===== src/rtl/shifter_arbiter_pkg.sv =====
// Shared definitions for the shifter arbiter: opcode encodings and size defaults.
package shifter_arbiter_pkg;

    localparam logic [1:0] SHIFT_OP_SHR = 2'b00;
    localparam logic [1:0] SHIFT_OP_SHL = 2'b01;
    localparam logic [1:0] SHIFT_OP_ROR = 2'b10;
    localparam logic [1:0] SHIFT_OP_ROL = 2'b11;

    localparam int WIDTH_DEFAULT = 16;
    localparam int LEVEL_DEFAULT = $clog2(WIDTH_DEFAULT);
    localparam int N_REQ_DEFAULT = 4;

endpackage


===== src/rtl/shifter_arbiter_barrel_shifter.sv =====
// Combinational shifter/rotator shared by all requesters.
// Rotations use a doubled copy of the operand so the wrapped bits fall out
// of a single shift without needing a (width - b) term.
module barrel_shifter
    import shifter_arbiter_pkg::*;
#(
    parameter int width = WIDTH_DEFAULT,
    localparam int level = $clog2(width)
) (
    input  logic [width-1:0] a,
    input  logic [level-1:0] b,
    input  logic [1:0]       op,
    output logic [width-1:0] y
);

    logic [2*width-1:0] dbl;
    logic [2*width-1:0] ror_full;
    logic [2*width-1:0] rol_full;

    assign dbl      = {a, a};
    assign ror_full = dbl >> b;
    assign rol_full = dbl << b;

    // Select the operation result; b = 0 yields a for every opcode.
    always_comb begin
        y = a;
        case (op)
            SHIFT_OP_SHR: y = a >> b;
            SHIFT_OP_SHL: y = a << b;
            SHIFT_OP_ROR: y = ror_full[width-1:0];
            SHIFT_OP_ROL: y = rol_full[2*width-1:width];
            default:      y = a;
        endcase
    end

endmodule


===== src/rtl/shifter_arbiter_rr_arbiter.sv =====
// Round-robin arbiter. The pointer names the highest-priority requester and
// moves just past the winner only when a grant is actually taken, so idle
// cycles leave priority where it was.
module rr_arbiter #(
    parameter int n = 4,
    localparam int id_w = $clog2(n)
) (
    input  logic            clk,
    input  logic            rst_n,
    input  logic [n-1:0]    req,
    input  logic            enable,
    input  logic            advance,
    output logic [n-1:0]    grant,
    output logic [id_w-1:0] grant_id
);

    logic [id_w-1:0] ptr;
    logic            found;

    // Search upward from the pointer (wrapping) for the first active request.
    always_comb begin
        int idx;
        grant    = '0;
        grant_id = '0;
        found    = 1'b0;
        idx      = 0;
        for (int k = 0; k < n; k++) begin
            idx = int'(ptr) + k;
            if (idx >= n) idx = idx - n;
            if (!found && req[idx]) begin
                found    = 1'b1;
                grant_id = id_w'(idx);
            end
        end
        if (enable && found) grant[grant_id] = 1'b1;
    end

    // Pointer register: step past the winner on each completed transfer.
    always_ff @(posedge clk or negedge rst_n) begin
        if (!rst_n) begin
            ptr <= '0;
        end else if (advance) begin
            ptr <= (grant_id == id_w'(n - 1)) ? '0 : grant_id + id_w'(1);
        end
    end

endmodule


===== src/rtl/shifter_arbiter.sv =====
// Shares one barrel shifter among n_req requesters. The granted payload is
// muxed into the shifter and the result lands in a one-deep output register
// tagged with the requester index. A new result may overwrite the register in
// the same cycle the consumer drains it.
module shifter_arbiter
    import shifter_arbiter_pkg::*;
#(
    parameter int width = WIDTH_DEFAULT,
    parameter int n_req = N_REQ_DEFAULT,
    localparam int level = $clog2(width),
    localparam int id_w  = $clog2(n_req)
) (
    input  logic                   clk,
    input  logic                   rst_n,
    input  logic [n_req-1:0]       req_valid,
    output logic [n_req-1:0]       req_ready,
    input  logic [n_req*width-1:0] req_a,
    input  logic [n_req*level-1:0] req_b,
    input  logic [n_req*2-1:0]     req_op,
    output logic                   resp_valid,
    output logic [id_w-1:0]        resp_id,
    output logic [width-1:0]       resp_y,
    input  logic                   resp_ready
);

    logic             accept;
    logic             transfer;
    logic [id_w-1:0]  grant_id;
    logic [width-1:0] sel_a;
    logic [level-1:0] sel_b;
    logic [1:0]       sel_op;
    logic [width-1:0] shift_y;

    // Reset gates accept so no grant is visible while rst_n is low.
    assign accept   = rst_n && (!resp_valid || resp_ready);
    assign transfer = |(req_valid & req_ready);

    rr_arbiter #(.n(n_req)) u_arb (
        .clk      (clk),
        .rst_n    (rst_n),
        .req      (req_valid),
        .enable   (accept),
        .advance  (transfer),
        .grant    (req_ready),
        .grant_id (grant_id)
    );

    // Route the winning requester's payload to the shared shifter.
    always_comb begin
        sel_a  = req_a[int'(grant_id)*width +: width];
        sel_b  = req_b[int'(grant_id)*level +: level];
        sel_op = req_op[int'(grant_id)*2 +: 2];
    end

    barrel_shifter #(.width(width)) u_shift (
        .a  (sel_a),
        .b  (sel_b),
        .op (sel_op),
        .y  (shift_y)
    );

    // Output register: load on transfer, drop valid on drain, hold otherwise.
    always_ff @(posedge clk or negedge rst_n) begin
        if (!rst_n) begin
            resp_valid <= 1'b0;
            resp_y     <= '0;
            resp_id    <= '0;
        end else if (transfer) begin
            resp_valid <= 1'b1;
            resp_y     <= shift_y;
            resp_id    <= grant_id;
        end else if (resp_ready) begin
            resp_valid <= 1'b0;
        end
    end

endmodule


===== config.mk =====
export PLATFORM = sky130hd
export DESIGN_NAME = shifter_arbiter
export DESIGN_NICKNAME = d
export VERILOG_FILES = /design/src/rtl/shifter_arbiter_pkg.sv /design/src/rtl/shifter_arbiter_barrel_shifter.sv /design/src/rtl/shifter_arbiter_rr_arbiter.sv /design/src/rtl/shifter_arbiter.sv
export SDC_FILE = /design/constraint.sdc
export NUM_CORES = 1
export LEC_CHECK = 0
export CAP_MARGIN = 40
export CORE_MARGIN = 1
export CORE_UTILIZATION = 52
export DETAILED_ROUTE_END_ITERATION = 8
export HOLD_SLACK_MARGIN = 0.03
export PLACE_DENSITY = 0.95
export SETUP_SLACK_MARGIN = 0.5
export SYNTH_ARGS = -nofsm -noshare
export SYNTH_HDL_FRONTEND = slang
export SYNTH_HIERARCHICAL = 1
export SYNTH_SLANG_ARGS = --single-unit

===== constraint.sdc =====
create_clock -name clk -period 5.8 [get_ports clk]
set_input_delay 1.16 -clock clk [delete_from_list [all_inputs] [get_ports clk]]
set_output_delay 1.16 -clock clk [all_outputs]
set_load 0.01 [all_outputs]

==> flow_metrics.tcl <==
set metrics [dict create \
    fmax_mhz 197.7 \
    grt_overflow_total 0 \
    place_ws_ns 0.6403 \
    crit_chain "clkdlybuf4s50_1 -> nor2b_1 -> a21o_1 -> a221oi_4 -> buf_4 -> ha_1 -> and2_1 -> clkdlybuf4s50_1" \
    ios 118 \
    synth-edff-count 0 \
    start_kind "input pin" \
    portBuffers 117 \
    syn_nets 480 \
    dieArea_um2 7357 \
    die_width_um 85.78 \
    end_kind "output pin" \
    outcome "finished clean" \
    clock_latency_ns 0.26 \
    cts.sinks 21 \
    synthTopCellsByCount "32 x mux2i_1, 29 x mux4_2, 24 x mux2_2" \
    grt_pass1_vias 3895 \
    cts_root_buffer "clkbuf_8" \
    synth.distinct_cells 62 \
    cellPowerDensity_nw_per_um2 583.9 \
    wl_per_cell_um 23.69 \
    synth_seq_cells 21 \
    wirelength_mm 13.51 \
    hold_viol 0 \
    setup_slack_ns 0.7418 \
    period_needed_ns 5.058 \
    via_count 3988 \
    tns_ns 0 \
    rsz0062_at_grt "false" \
    critPathMaxFanout 22 \
    hold_class "reg -> reg" \
    htree_num_levels 1 \
    critPathBufInv 3 \
    criticalPathCategory "in -> out" \
    viasPerCell 6.996 \
    rows 30 \
    setup_violations 0 \
    drc_errors 0 \
    clockBufferDepth 2 \
    initial_core_util_pct 53.72 \
    design.core.area_um2 6794 \
    cts_tree "built" \
    async_reset_ff_share_pct 100.0 \
    drv_slew 0 \
    synth_warnings 6 \
    layout-drive-gt1-share_pct 18.57 \
    synth_seq_area_share_pct 14.40 \
    synthesis.area_um2 3650 \
    drt_first_pass_iters 5 \
    nNetsFinal 574 \
    crit_family "buffers and inverters" \
    area_growth_pct 32.77 \
    cp.arrival_ns 3.90 \
    slowest_delay_ns 0.63 \
    drt_iter0_drc 434 \
    finClkSkew_ns 0.003483 \
    synth_top_area_cell "mux4_2" \
    numCtsBuffers 3 \
    post_cts_buffers 0 \
    slowest_stage "clkdlybuf4s50_1" \
    clkTransAtPathRegs_ns 0.08 \
    antenna_left 0 \
    leakagePower_nw 1.829 \
    antennaDiodeCount 0 \
    synthFlopType "dfrtp_1" \
    track_usage_pct 36.64 \
    drv_cap 0 \
    grt_max_degree 54 \
    yosysMostFrequentCell "mux2i_1" \
    grt_pass1_wl_mm 20.52 \
    gp_congestion 1.020 \
    synthTopCellsByArea "mux4_2 18%, dfrtp_1 14%, mux2i_1 8.8%" \
    worst_pin_slew_ns 0.8371 \
    cpMostUsedCell "clkdlybuf4s50_1" \
    ir_drop_mv 0.3942 \
    hold_buffers 0 \
    fin_crit_sh_pct 87.21 \
    syn_inst 381 \
    postSynthAreaPerCell_um2 9.579 \
    cts_resized 0 \
    synth_top_area_share_pct 17.90 \
    critPathRequiredTime_ns 4.64 \
    grt_antenna_before_repair 0 \
    slew-limit-headroom_pct 44.19 \
    die_h_um 85.78 \
    place_hpwl_mm 10.45 \
]
==> final cells by class <==
| class | instances | area (µm²) |
|---|---|---|
| clock buffer | 4 | 45.04 |
| fill | 500 | 1948 |
| sequential | 21 | 525.5 |
| multi-input combinational | 319 | 2880 |
| timing repair buffer | 125 | 1256 |
| tap | 96 | 120.1 |
| inverter | 5 | 18.77 |
==> worst paths after layout <==
kind	depth (start not counted)	to	startpoint	slack (ns)
max	8	req_ready[3]	req_valid[3]	0.74
min	1	resp_y[12]	resp_y[12]	0.51
max reg2reg	12	resp_y[8]	u_arb/ptr[1]	1.78
min reg2reg	1	resp_y[12]	resp_y[12]	0.51
max in group asynchronous	2	resp_y[5]	rst_n	4.31
min in group asynchronous	2	resp_y[12]	rst_n	1.26
==> where the power goes <==
part	leakage (nW)	switching [mW]	internal [mW]	total [mW]
Combinational	1.55	1.36	1.09	2.45
Clock	0.0228	0.0512	0.0490	0.100
Sequential	0.253	0.0519	0.224	0.275
Total	1.83	1.46	1.37	2.83
==> placed cells by master (no fill, tap or decap), types with 3 or more instances in the layout <==
| master | synthesis | layout |
|---|---|---|
| mux2_4 | 9 | 9 |
| mux2i_1 | 32 | 32 |
| a211oi_1 | 10 | 10 |
| o21ai_0 | 8 | 8 |
| dfrtp_1 | 21 | 21 |
| a21oi_1 | 23 | 23 |
| a21o_1 | 5 | 5 |
| o21a_1 | 4 | 4 |
| or2_2 | 3 | 3 |
| a32oi_1 | 7 | 7 |
| a2bb2oi_1 | 3 | 3 |
| ha_1 | 4 | 4 |
| a22o_1 | 3 | 3 |
| and2_1 | 8 | 8 |
| nand2b_1 | 10 | 10 |
| mux4_2 | 29 | 29 |
| inv_1 | 5 | 5 |
| a32o_1 | 3 | 3 |
| a211o_1 | 4 | 4 |
| clkbuf_8 | 0 | 3 |
| o211ai_1 | 7 | 7 |
| nand2_1 | 22 | 22 |
| buf_4 | 6 | 6 |
| nor2_1 | 21 | 21 |
| o22ai_1 | 17 | 17 |
| nor3_1 | 5 | 4 |
| nor2b_1 | 6 | 6 |
| nand3_1 | 11 | 11 |
| clkdlybuf4s50_1 | 0 | 117 |
| mux2_2 | 24 | 24 |
==> logic make-up after synthesis <==
logic type / share of synthesized area (%)
adders and majority gates: 1.371
DFF: 14.40
AOI/OAI and AO/OA: 24.96
buffers and inverters: 7.302
muxes: 38.46
and+or+nand+nor: 13.51
==> sequential cells by signal (all words and copies together), names as in the netlist <==
| register | flops |
|---|---|
| resp_id | 2 |
| resp_valid | 1 |
| u_arb/ptr | 2 |
| resp_y | 16 |
==> routing by layer <==
metal  global-route usage, %  part of all wire [%]  up-vias
met3                   6.545                    10       51
met4                   17.58                   5.4        0
met2                   61.31                    48      304
met1                   45.91                    36     1927
met5                       0                     0        -
li1                        -                     -     1706
==> worst register-to-register path, delay by kind of cell, from the launching register on <==
family	cells	cell delay, ns
multiplexers	2	1.05
flip-flops	1	0.45
buffers and inverters	2	0.57
AND/OR/NAND/NOR	3	0.70
AO/OA/AOI/OAI	5	1.14
==> metrics by stage <==
stage          power [mW]  util [%]  hold slack, ns  instance area [µm²]  cells
3_3_place_gp        2.615     70.66          0.4918                 4801    566
6_report            2.829     71.33          0.5118                 4846    570
2_1_floorplan       2.012         -          0.5356                 3650    381
4_1_cts             2.758     71.33          0.5142                 4846    570
3_5_place_dp        2.650     70.66          0.4975                 4801    566
5_1_grt             2.978     71.33          0.5309                 4846    570
No activity file was read; power rests on OpenSTA's default activity.
